==> src/rtl/alu_cmd_seq.sv <==
// Lab3 calculator front end: conditions the enter/sign buttons, captures two
// operands from the switches and issues ALU operations over valid/ready.

module alu_cmd_seq_btn #(
  parameter int unsigned DEBOUNCE_CYCLES = 4
) (
  input  logic clk,
  input  logic rst,
  input  logic btn_i,
  output logic pulse_o
);
  localparam int unsigned CW = (DEBOUNCE_CYCLES > 1) ? $clog2(DEBOUNCE_CYCLES) : 1;

  logic          s1_q, s2_q;
  logic          deb_q, deb_d, deb_prev_q;
  logic [CW-1:0] cnt_q, cnt_d;

  // A level change is accepted only after DEBOUNCE_CYCLES consecutive differing samples.
  always_comb begin
    cnt_d = '0;
    deb_d = deb_q;
    if (s2_q != deb_q) begin
      if (cnt_q == CW'(DEBOUNCE_CYCLES - 1)) begin
        deb_d = s2_q;
        cnt_d = '0;
      end else begin
        cnt_d = cnt_q + 1'b1;
      end
    end
  end

  always_ff @(posedge clk or posedge rst) begin
    if (rst) begin
      s1_q       <= 1'b0;
      s2_q       <= 1'b0;
      deb_q      <= 1'b0;
      deb_prev_q <= 1'b0;
      cnt_q      <= '0;
    end else begin
      s1_q       <= btn_i;
      s2_q       <= s1_q;
      deb_q      <= deb_d;
      deb_prev_q <= deb_q;
      cnt_q      <= cnt_d;
    end
  end

  assign pulse_o = deb_q & ~deb_prev_q;
endmodule

module alu_cmd_seq #(
  parameter int unsigned W               = 8,
  parameter int unsigned DEBOUNCE_CYCLES = 4
) (
  input  logic         clk,
  input  logic         rst,
  input  logic         enter_btn,
  input  logic         sign_btn,
  input  logic [W-1:0] sw_in,
  input  logic         op_ready,
  output logic         op_valid,
  output logic [W-1:0] operand_a,
  output logic [W-1:0] operand_b,
  output logic [3:0]   func,
  output logic         sign_mode,
  output logic [1:0]   phase
);
  typedef enum logic [1:0] {
    LOAD_A    = 2'd0,
    LOAD_B    = 2'd1,
    ISSUE     = 2'd2,
    WAIT_NEXT = 2'd3
  } state_t;

  state_t       state_q, state_d;
  logic [W-1:0] a_q, a_d, b_q, b_d;
  logic [1:0]   idx_q, idx_d, idx_step;
  logic         sign_q, sign_d;
  logic         enter_p, sign_p;

  alu_cmd_seq_btn #(.DEBOUNCE_CYCLES(DEBOUNCE_CYCLES)) u_enter (
    .clk(clk), .rst(rst), .btn_i(enter_btn), .pulse_o(enter_p)
  );

  alu_cmd_seq_btn #(.DEBOUNCE_CYCLES(DEBOUNCE_CYCLES)) u_sign (
    .clk(clk), .rst(rst), .btn_i(sign_btn), .pulse_o(sign_p)
  );

  // Index 3 is never produced, but recovers to 0 if it ever appears.
  assign idx_step = (idx_q >= 2'd2) ? 2'd0 : idx_q + 2'd1;

  always_comb begin
    state_d = state_q;
    a_d     = a_q;
    b_d     = b_q;
    idx_d   = idx_q;
    sign_d  = sign_q;
    case (state_q)
      LOAD_A: begin
        if (enter_p) begin
          a_d     = sw_in;
          state_d = LOAD_B;
        end
      end
      LOAD_B: begin
        if (enter_p) begin
          b_d     = sw_in;
          idx_d   = 2'd0;
          state_d = ISSUE;
        end
      end
      ISSUE: begin
        if (op_ready) state_d = WAIT_NEXT;
      end
      WAIT_NEXT: begin
        if (enter_p) idx_d = idx_step;
        if (enter_p || sign_p) state_d = ISSUE;
      end
      default: state_d = LOAD_A;
    endcase
    if (sign_p && state_q != ISSUE) sign_d = ~sign_q;
  end

  always_ff @(posedge clk or posedge rst) begin
    if (rst) begin
      state_q <= LOAD_A;
      a_q     <= '0;
      b_q     <= '0;
      idx_q   <= 2'd0;
      sign_q  <= 1'b0;
    end else begin
      state_q <= state_d;
      a_q     <= a_d;
      b_q     <= b_d;
      idx_q   <= idx_d;
      sign_q  <= sign_d;
    end
  end

  assign op_valid  = (state_q == ISSUE);
  assign operand_a = a_q;
  assign operand_b = b_q;
  assign func      = {sign_q, 1'b0, idx_q};
  assign sign_mode = sign_q;
  assign phase     = state_q;
endmodule

==> config.mk <==
export PLATFORM = sky130hd
export DESIGN_NAME = alu_cmd_seq
export DESIGN_NICKNAME = d
export VERILOG_FILES = /design/src/rtl/alu_cmd_seq.sv
export SDC_FILE = /design/constraint.sdc
export NUM_CORES = 1
export LEC_CHECK = 0
export BUFFER_PORTS_ARGS = -buffer_cell sky130_fd_sc_hd__buf_4
export CORE_MARGIN = 10
export CORE_UTILIZATION = 37
export CTS_BUF_LIST = sky130_fd_sc_hd__clkbuf_2
export CTS_CLUSTER_SIZE = 20
export DETAILED_ROUTE_END_ITERATION = 8
export HOLD_SLACK_MARGIN = 0.06
export PLACE_DENSITY = 0.57
export SYNTH_ARGS = -nofsm -noshare
export SYNTH_HDL_FRONTEND = slang
export SYNTH_SLANG_ARGS = --single-unit
==> constraint.sdc <==
create_clock -name clk -period 4.2 [get_ports clk]
set_input_delay 0.21 -clock clk [delete_from_list [all_inputs] [get_ports clk]]
set_output_delay 0.21 -clock clk [all_outputs]
set_load 0.01 [all_outputs]
==> results of run 1 <==
==> routing by layer <==
layer  wire length, um  global-route usage
met3               313             0.06948
met2              1097              0.1316
met5                 0                   0
met1              1154              0.1041
met4                43             0.04301
==> worst max-delay path, cell delays in order, from the launching register on <==
cell and delay [ns]:
dfrtp_1 0.41, and2b_1 0.21, nor3b_4 0.44, mux2_2 0.39
==> cell usage after synthesis <==
| cell | count |
|---|---|
| xor2_1 | 1 |
| nor3b_4 | 1 |
| nor2b_1 | 3 |
| nand3b_1 | 2 |
| ha_1 | 2 |
| inv_1 | 1 |
| conb_1 | 1 |
| dfrtp_1 | 33 |
| o21ai_0 | 2 |
| buf_6 | 1 |
| a211oi_1 | 1 |
| nor3_1 | 3 |
| mux2_2 | 18 |
| and2b_1 | 1 |
| nand2b_1 | 1 |
| and3b_2 | 1 |
| buf_4 | 2 |
| xnor2_1 | 2 |
| nand3_1 | 1 |
| o31ai_1 | 1 |
| nor2_4 | 1 |
| nand2_1 | 3 |
| nor3b_1 | 1 |
==> power by group through the flow <==
stage	registers, mW	logic (mW)	clock network (mW)
final	0.527	0.396	0.142
after global routing	0.545	0.445	0.164
after CTS	0.528	0.406	0.148
after detailed placement	0.534	0.397	0
after global placement	0.527	0.391	0
after floorplan	0.557	0.172	0
==> stage by stage <==
stage / utilization / power [mW] / cells / hold slack (ns)
detailed placement: 0.4732 / 0.9311 / 162 / 0.3206
global route: 0.5178 / 1.155 / 181 / 0.1814
global placement: 0.4732 / 0.9181 / 162 / 0.3197
CTS: 0.5178 / 1.082 / 181 / 0.1572
finish: 0.5178 / 1.065 / 181 / 0.1789
floorplan: - / 0.7293 / 83 / 0.2414
==> flip-flops by register name (all words and copies together) (netlist names) <==
register,count
idx_q,2
u_sign.cnt_q,2
u_sign.deb_prev_q,1
phase,2
operand_b,8
u_sign.s1_q,1
operand_a,8
u_enter.s2_q,1
u_sign.deb_q,1
u_enter.deb_q,1
u_enter.s1_q,1
u_enter.cnt_q,2
u_enter.deb_prev_q,1
u_sign.s2_q,1
sign_mode,1
==> cell type report <==
class,count,share of cell area
clock buffers,5,0.01460
clock inverters,3,0.007299
inverters,1,0.002190
multi-input cells,46,0.2387
flip-flops and latches,33,0.4818
well taps,46,0.03358
repair buffers,47,0.2219
==> what timing repair did <==
| action | in CTS | in global routing |
|---|---|---|
| hold endpoints to repair | 50 | 0 |
| hold buffers | 11 | 0 |
| setup buffers | 0 | 0 |
==> worst paths after layout <==
| path | from | to | slack (ns) |
|---|---|---|---|
| min | op_ready | phase[0] | 0.18 |
| min in group asynchronous | rst | phase[0] | 0.46 |
| min reg2reg | u_enter.s1_q | u_enter.s2_q | 0.36 |
| max reg2reg | u_enter.deb_prev_q | operand_a[5] | 2.62 |
| max in group asynchronous | rst | u_enter.cnt_q[1] | 3.42 |
| max | u_enter.deb_prev_q | operand_a[5] | 2.62 |
==> logic make-up after synthesis <==
group / Yosys count / synth area share
adders and majority gates: 2 / 0.01978
DFF: 33 / 0.6528
other: 1 / 0.002965
xor gates and xnor gates: 3 / 0.02078
AOI/OAI and AO/OA: 4 / 0.01979
buffers and inverters: 4 / 0.02373
and+or+nand+nor: 18 / 0.09990
muxes: 18 / 0.1602
==> metrics.md, run 1 <==
| Metric | Value |
|---|---|
| Root cell of the clock tree | `clkbuf_2` |
| GRT Util Overall | `0.09382` |
| Yosys warning count | `0` |
| Vias in the first global route | `954` |
| Critical Setup Path Class | `reg -> reg` |
| Clock tree from TritonCTS | `built` |
| Post-synthesis area per instance | `15.24 um2` |
| CP Data Required Time | `4.46 ns` |
| Flip-flop and latch count after synthesis | `33` |
| Fraction of final layout cells with drive strength greater than 1 | `0.4667` |
| IO Count | `37` |
| Pre-CTS worst setup slack | `2.597 ns` |
| Number of nets with antenna violations after detailed routing | `0` |
| Via count of the routed design | `811` |
| Antenna violations before repair | `0` |
| Detailed Route Iter0 Violations | `35` |
| Number of cell instances on the worst register-to-register path | `3` |
| Post-Synthesis Cell Area | `0.001265 mm2` |
| Total setup violations reported at the end of the flow | `0` |
| Number of nets in the layout | `149` |
| Power share of the sequential group | `0.495` |
| Final std cell area, no fill | `0.001714 mm2` |
| Number of iterations in the first detailed-routing pass | `4` |
| Sum of negative setup slack | `0 ns` |
| Portion of the post-synthesis area used by sequential elements | `0.6528` |
| Fill cell total of the finished layout | `308` |
| Starting density of the core | `0.3821` |
| Power per Cell Area | `621.1 mW/mm2` |
| Remaining design rule violation count | `0` |
| Min-Delay Path Class | `in -> reg` |
| Sequential cell area | `825.8 um2` |
| Number of standard cells after synthesis | `83` |
| Global-route wire length before repair | `4.554 mm` |
| Combinational Power Share | `0.372` |
| Hold Fails Final Rpt | `0` |
| Fin Clk Skew | `0.02543 ns` |
| FP Rows | `21` |
| Final GP Congestion | `0.6405` |
| Number of max-slew violations in the final report | `0` |
| Total net switching power | `0.3556 mW` |
| Number of max-capacitance violations reported | `0` |
| Vertical die dimension | `78.47 um` |
| Setup repair after global routing missed its margin | `false` |
| Clock latency on the worst-skew pair | `0.38 ns` |
| Net count after synthesis | `98` |
| Total Wirelength | `2.609 mm` |
| # clock sinks | `33` |
| Part of the power in the clock network | `0.133` |
| Multi-input gate area in the final layout | `409.1 um2` |
| Die footprint | `0.006158 mm2` |
| Clock period minus worst slack | `1.577 ns` |
| Data arrival time of the critical path | `1.84 ns` |
| Setup WS post-layout | `2.623 ns` |
| HPWL reported at the end of detailed placement | `1.848 mm` |
| Antenna diode count | `0` |
| Fraction of post-synthesis cell area in the top cell type by area | `0.6528` |
| Largest net degree at the start of global routing | `34` |
| Layout overhead on the synthesized area | `35.51%` |
| Via density | `4.481` |
| Portion of the clock cycle consumed by the worst path in the final layout | `0.3754` |
| Clock-pin slew reported for the worst setup and hold paths after clock tree synthesis | `0.17 ns` |
| Level count of the clock H-tree | `2` |
| Most frequent standard cell in the layout excluding fill and tap cells | `buf_4` |
| Crit end category | `register` |
| Maximum clock frequency | `634.3 MHz` |
| Status | `complete, no violations` |
| Internal power contribution | `0.7091 mW` |
| Number of resized instances in the post-cts repair step | `0` |
| Horizontal die dimension | `78.47 um` |
| Total global routing overflow | `0` |
| Top cell type by total area after synthesis | `dfrtp_1` |
| Count of port buffers added during placement | `35` |
| Top cells by area in the synthesized netlist | `dfrtp_1, mux2_2, ha_1, nor2b_1, nor3b_4` |
| Highest-count cells in the layout ignoring fill and taps | `buf_4, dfrtp_1, mux2_2, dlygate4sd3_1, clkbuf_2` |
| Leak pwr | `0.8294 nW` |
| Post-detailed-placement cell area | `0.001567 mm2` |
| Clock tree buffer depth | `2` |
| CP max FO | `8` |
| Hold Path Stages | `3` |
| Critical Path Source Type | `register` |
| Clock buffers created by TritonCTS | `5` |
| Worst-case vdd ir drop | `287.1 uV` |
| Synth cell types | `23` |
| Switching share of power | `0.3340` |
| Routed wire per std cell | `14.41 um` |
| Floorplan core area | `0.003311 mm2` |
(Power assumes the default switching activity.)
==> inputs of run 2 (changes only) <==
==> constraint.sdc (replaced) <==
create_clock -name clk -period 1.6 [get_ports clk]
set_input_delay 0.08 -clock clk [delete_from_list [all_inputs] [get_ports clk]]
set_output_delay 0.08 -clock clk [all_outputs]
set_load 0.01 [all_outputs]
==> metrics.md, run 2 (synthesis gave the netlist of run 1 again) <==
| Metric | Value |
|---|---|
| Status | `complete, no violations` |
| Vias in the first global route | `966` |
| Total net switching power | `0.9251 mW` |
| Detailed Route Iter0 Violations | `11` |
| Highest metal used | `met4` |
| Launching point of the worst reg2reg path | `u_enter.deb_q` |
| Worst path bufs/invs | `1` |
| Critical path's slowest cell | `dfrtp_1` |
| HPWL reported at the end of detailed placement | `1.914 mm` |
| Critical Path Source Type | `register` |
| Post-layout power | `2.828 mW` |
| CP top delay family | `flip-flops` |
| Number of nets with antenna violations after detailed routing | `0` |
| Data arrival time of the critical path | `1.70 ns` |
| GRT Util Overall | `0.09393` |
| Clock-pin slew reported for the worst setup and hold paths after clock tree synthesis | `0.18 ns` |
| Total Wirelength | `2.661 mm` |
| FP Rows | `21` |
| Total setup violations reported at the end of the flow | `0` |
| Clock buffers created by TritonCTS | `5` |
| # clock sinks | `33` |
| Clock tree buffer depth | `2` |
| Antenna diode count | `0` |
| Antenna violations before repair | `0` |
| Cell Chain, Critical Path | `and2b_1 > nor3b_4 > buf_4 > mux2_2` |
| Horizontal die dimension | `78.47 um` |
| Total global routing overflow | `0` |
| Portion of the clock cycle consumed by the worst path in the final layout | `0.9083` |
| Fraction of final layout cells with drive strength greater than 1 | `0.4964` |
| Setup repair after global routing missed its margin | `false` |
| Remaining design rule violation count | `0` |
| Worst stage delay on the critical path | `0.46 ns` |
| Min-Delay Path Class | `in -> async` |
| Worst hold margin | `0.3247 ns` |
| R2R Setup Slk | `0.15 ns` |
| Setup WS post-layout | `0.1468 ns` |
| Level count of the clock H-tree | `2` |
| Number of cell instances on the worst register-to-register path | `4` |
| Maximum clock frequency | `688.1 MHz` |
| Hold Fails Final Rpt | `0` |
| Sum of negative setup slack | `0 ns` |
| IO Count | `37` |
| Routed wire per std cell | `14.38 um` |
| Number of max-slew violations in the final report | `0` |
| Part of the power in the clock network | `0.137` |
| CP Data Required Time | `1.85 ns` |
| Stages on worst setup path | `4` |
| Detailed route wirelength on metal2 | `1.192 mm` |
| Number of nets in the layout | `153` |
| Worst-case vdd ir drop | `644.6 uV` |
| Via density | `4.459` |
| Highest-count cells in the layout ignoring fill and taps | `buf_4, dfrtp_1, mux2_2, dlygate4sd3_1, clkbuf_2` |
| Root cell of the clock tree | `clkbuf_2` |
| Met3 wire len | `315 um` |
| M1 wire length | `1.126 mm` |
| Count of port buffers added during placement | `35` |
| Reg-to-reg critical path endpoint | `operand_a[0]` |
| Number of iterations in the first detailed-routing pass | `3` |
| Clock period minus worst slack | `1.453 ns` |
| Final GP Congestion | `0.6610` |
| Pre-CTS worst setup slack | `0.1034 ns` |
| Floorplan core area | `0.003311 mm2` |
| Power per Cell Area | `1616 mW/mm2` |
| Starting density of the core | `0.3821` |
| Power share of the sequential group | `0.492` |
| Internal power contribution | `1.903 mW` |
| Clock latency on the worst-skew pair | `0.37 ns` |
| Clock tree from TritonCTS | `built` |
| Fin Clk Skew | `0.02802 ns` |
| CP max FO | `6` |
| Leak pwr | `0.8533 nW` |
| Switching share of power | `0.3271` |
| Vertical die dimension | `78.47 um` |
| Combinational Power Share | `0.371` |
| Critical Setup Path Class | `reg -> reg` |
| Die footprint | `0.006158 mm2` |
| Global-route wire length before repair | `4.574 mm` |
| Layout overhead on the synthesized area | `38.38%` |
| Largest net degree at the start of global routing | `34` |
| Via count of the routed design | `825` |
| Most frequent standard cell in the layout excluding fill and tap cells | `buf_4` |
| Crit end category | `register` |
| Number of max-capacitance violations reported | `0` |
## run 2: changes by cell type in the layout (fill, tap and decap cells not counted)
cell / change
buf_4: +3
clkbuf_2: +3
clkinv_1: -2
clkinv_2: -1
dfrtp_1: -1
dfrtp_2: +1
dlygate4sd3_1: +1
## run 2: layer usage
metal,track usage,vias up
met2,0.1447,32
met3,0.07289,4
li1,-,395
met4,0.03226,0
met1,0.09553,394
met5,0,-
## run 2: worst max path at each step
stage / slack, ns / endpoint / from
final: 0.15 / operand_a[0] / u_enter.deb_q
after floorplan: 0.22 / operand_b[0] / phase[0]
after detailed placement: 0.10 / operand_b[1] / phase[0]
after global routing: 0.03 / op_valid / phase[1]
after CTS: 0.06 / operand_b[4] / phase[0]
after global placement: 0.16 / operand_a[3] / u_enter.deb_q
## run 2: tightest hold or removal path: stages
cell	delay [ns]
dlygate4sd3_1	0.54
buf_4	0.13
inv_1	0.04
buf_4	0.36
## run 2: stage by stage
stage | utilization | cell area [um2] | instances
2_1_floorplan | - | 1265 | 83
6_report | 0.5287 | 1750 | 185
5_1_grt | 0.5287 | 1750 | 185
4_1_cts | 0.5283 | 1749 | 185
3_5_place_dp | 0.4800 | 1589 | 165
3_3_place_gp | 0.4800 | 1589 | 165
## run 2: what timing repair did
| item | in CTS | in global routing |
|---|---|---|
| endpoints found under the setup margin | 0 | 8 |
| hold endpoints to repair | 52 | 0 |
| gates resized for setup | 0 | 1 |
| setup buffers | 0 | 0 |
| hold buffers | 12 | 0 |
## run 2: power groups by stage
stage | Clock, mW | Sequential, mW | Combinational [mW]
detailed placement | 0 | 1.40 | 1.05
finish | 0.389 | 1.39 | 1.05
CTS | 0.407 | 1.39 | 1.08
global placement | 0 | 1.38 | 1.03
global route | 0.455 | 1.44 | 1.16
floorplan | 0 | 1.46 | 0.451
## run 2: layout make-up
| cell class | count | area [um2] |
|---|---|---|
| fillers | 317 | 1560 |
| well taps | 46 | 57.56 |
| inverters | 1 | 3.754 |
| flip-flops and latches | 33 | 827.0 |
| multi-input cells | 46 | 409.1 |
| repair buffers | 51 | 412.9 |
| clock buffers | 8 | 40.04 |
==> inputs of run 3 (changes only) <==
--- a/config.mk
+++ b/config.mk
@@ -7,12 +7,12 @@
 export LEC_CHECK = 0
 export BUFFER_PORTS_ARGS = -buffer_cell sky130_fd_sc_hd__buf_4
 export CORE_MARGIN = 10
-export CORE_UTILIZATION = 37
+export CORE_UTILIZATION = 40
 export CTS_BUF_LIST = sky130_fd_sc_hd__clkbuf_2
 export CTS_CLUSTER_SIZE = 20
 export DETAILED_ROUTE_END_ITERATION = 8
 export HOLD_SLACK_MARGIN = 0.06
-export PLACE_DENSITY = 0.57
+export PLACE_DENSITY = 0.61
 export SYNTH_ARGS = -nofsm -noshare
 export SYNTH_HDL_FRONTEND = slang
 export SYNTH_SLANG_ARGS = --single-unit
==> metrics.md, run 3 (synthesis gave the netlist of run 1 again) <==
| Metric | Value |
|---|---|
| Status | `complete, no violations` |
| Post-CTS Repair Setup Buffers | `0` |
| Cell Chain, Critical Path | `nand3b_1 > nor2_4 > mux2_2` |
| Most frequent standard cell in the layout excluding fill and tap cells | `buf_4` |
| Fin Clk Skew | `0.01538 ns` |
| Floorplan core area | `0.003028 mm2` |
| Number of cell instances on the worst register-to-register path | `3` |
| Number of max-slew violations in the final report | `0` |
| Antenna violations before repair | `0` |
| IO Count | `37` |
| Hold Fails Final Rpt | `0` |
| # clock sinks | `33` |
| Launching point of the worst reg2reg path | `phase[0]` |
| Remaining design rule violation count | `0` |
| Sum of negative setup slack | `0 ns` |
| Horizontal die dimension | `76.24 um` |
| Worst path bufs/invs | `0` |
| Via density | `4.588` |
| Largest net degree at the start of global routing | `34` |
| FP Rows | `20` |
| Count of port buffers added during placement | `35` |
| Fraction of final layout cells with drive strength greater than 1 | `0.4855` |
| Non-filler instance count after layout | `182` |
| Total Wirelength | `2.595 mm` |
| Number of iterations in the first detailed-routing pass | `2` |
| Power per Cell Area | `1611 mW/mm2` |
| Stages on worst setup path | `3` |
| R2R Setup Slk | `0.08 ns` |
| Number of nets in the layout | `152` |
| Data arrival time of the critical path | `1.78 ns` |
| Final GP Congestion | `0.6744` |
| Worst-case vdd ir drop | `715.9 uV` |
| Leak pwr | `0.8513 nW` |
| Number of nets with antenna violations after detailed routing | `0` |
| Number of resized instances in the post-cts repair step | `0` |
| CP top delay family | `flip-flops` |
| Crit end category | `register` |
| Clock tree from TritonCTS | `built` |
| CP max FO | `8` |
| Total setup violations reported at the end of the flow | `0` |
| Critical path origin | `phase[0]` |
| Worst hold margin | `0.3305 ns` |
| Min-Delay Path Class | `in -> async` |
| Clock tree buffer depth | `2` |
| Root cell of the clock tree | `clkbuf_2` |
| Critical Setup Path Class | `reg -> reg` |
| Worst stage delay on the critical path | `0.53 ns` |
| GRT Util Overall | `0.09377` |
| Routed wire per std cell | `14.26 um` |
| Total global routing overflow | `0` |
| CP Data Required Time | `1.86 ns` |
| Reg-to-reg critical path endpoint | `operand_b[3]` |
| Setup repair after global routing missed its margin | `false` |
| HPWL reported at the end of detailed placement | `1.909 mm` |
| Layout overhead on the synthesized area | `38.48%` |
| Vias in the first global route | `910` |
| Level count of the clock H-tree | `2` |
| Die footprint | `0.005812 mm2` |
| Worst setup endpoint | `operand_b[3]` |
| Cell count after placement | `162` |
| Critical path's slowest cell | `dfrtp_1` |
| Global-route wire length before repair | `4.395 mm` |
| Number of max-capacitance violations reported | `0` |
| Clock buffers created by TritonCTS | `5` |
| Highest-count cells in the layout ignoring fill and taps | `buf_4, dfrtp_1, mux2_2, dlygate4sd3_1, clkbuf_2` |
| Antenna diode count | `0` |
| Starting density of the core | `0.4178` |
| Vertical die dimension | `76.24 um` |
| Portion of the clock cycle consumed by the worst path in the final layout | `0.9511` |
| Clock period minus worst slack | `1.522 ns` |
| Hold-fix buffers, CTS | `12` |
| Clock-pin slew reported for the worst setup and hold paths after clock tree synthesis | `0.16 ns` |
| Critical Path Source Type | `register` |
| Via count of the routed design | `835` |
| Maximum clock frequency | `657.2 MHz` |
| Detailed Route Iter0 Violations | `39` |
| Post-layout power | `2.822 mW` |
| Clock latency on the worst-skew pair | `0.37 ns` |
[run 3: cell count changes in the layout (fill, tap and decap cells not counted)]
cell	delta
buf_4	-2
buf_12	+1
dfrtp_1	+1
dfrtp_2	-1
[run 3: where the power goes]
| part | switching, mW | leakage [nW] | internal (mW) |
|---|---|---|---|
| Clock | 0.265 | 0.0332 | 0.129 |
| Sequential | 0.227 | 0.410 | 1.15 |
| Combinational | 0.429 | 0.408 | 0.622 |
[run 3: final cells by class]
| cell class | count | area (um2) |
|---|---|---|
| fill | 259 | 1276 |
| sequential | 33 | 825.8 |
| timing repair buffer | 50 | 417.9 |
| multi-input combinational | 46 | 409.1 |
| tap | 44 | 55.05 |
| clock buffer | 8 | 40.04 |
| inverter | 1 | 3.754 |
[run 3: layer usage]
layer  share of wire  track usage  vias to the layer above
met5               0            0                        -
met1            0.39      0.09487                      409
met4           0.019      0.04461                        0
li1                -            -                      393
met2            0.50       0.1505                       26
met3           0.090      0.05660                        7
[run 3: worst min-delay path by stage]
stage | end | slack, ns | startpoint
final | u_sign.deb_prev_q | 0.33 | rst
after CTS | operand_a[1] | 0.32 | rst
after floorplan | u_enter.s1_q | 0.11 | enter_btn
after global routing | u_sign.s1_q | 0.31 | sign_btn
after global placement | u_enter.s1_q | 0.19 | enter_btn
after detailed placement | u_enter.s1_q | 0.19 | enter_btn
[run 3: worst min-delay path, cell delays in order]
cell,delay (ns)
dlygate4sd3_1,0.54
buf_4,0.13
inv_1,0.04
buf_4,0.36
[run 3: stage by stage]
stage / setup WS (ns) / util / area (um2)
final: 0.07832 / 0.5785 / 1752
after detailed placement: 0.08909 / 0.5256 / 1592
after global routing: 0.0005729 / 0.5785 / 1752
after CTS: 0.05724 / 0.5785 / 1752
after global placement: 0.1853 / 0.5256 / 1592
after floorplan: 0.2175 / - / 1265
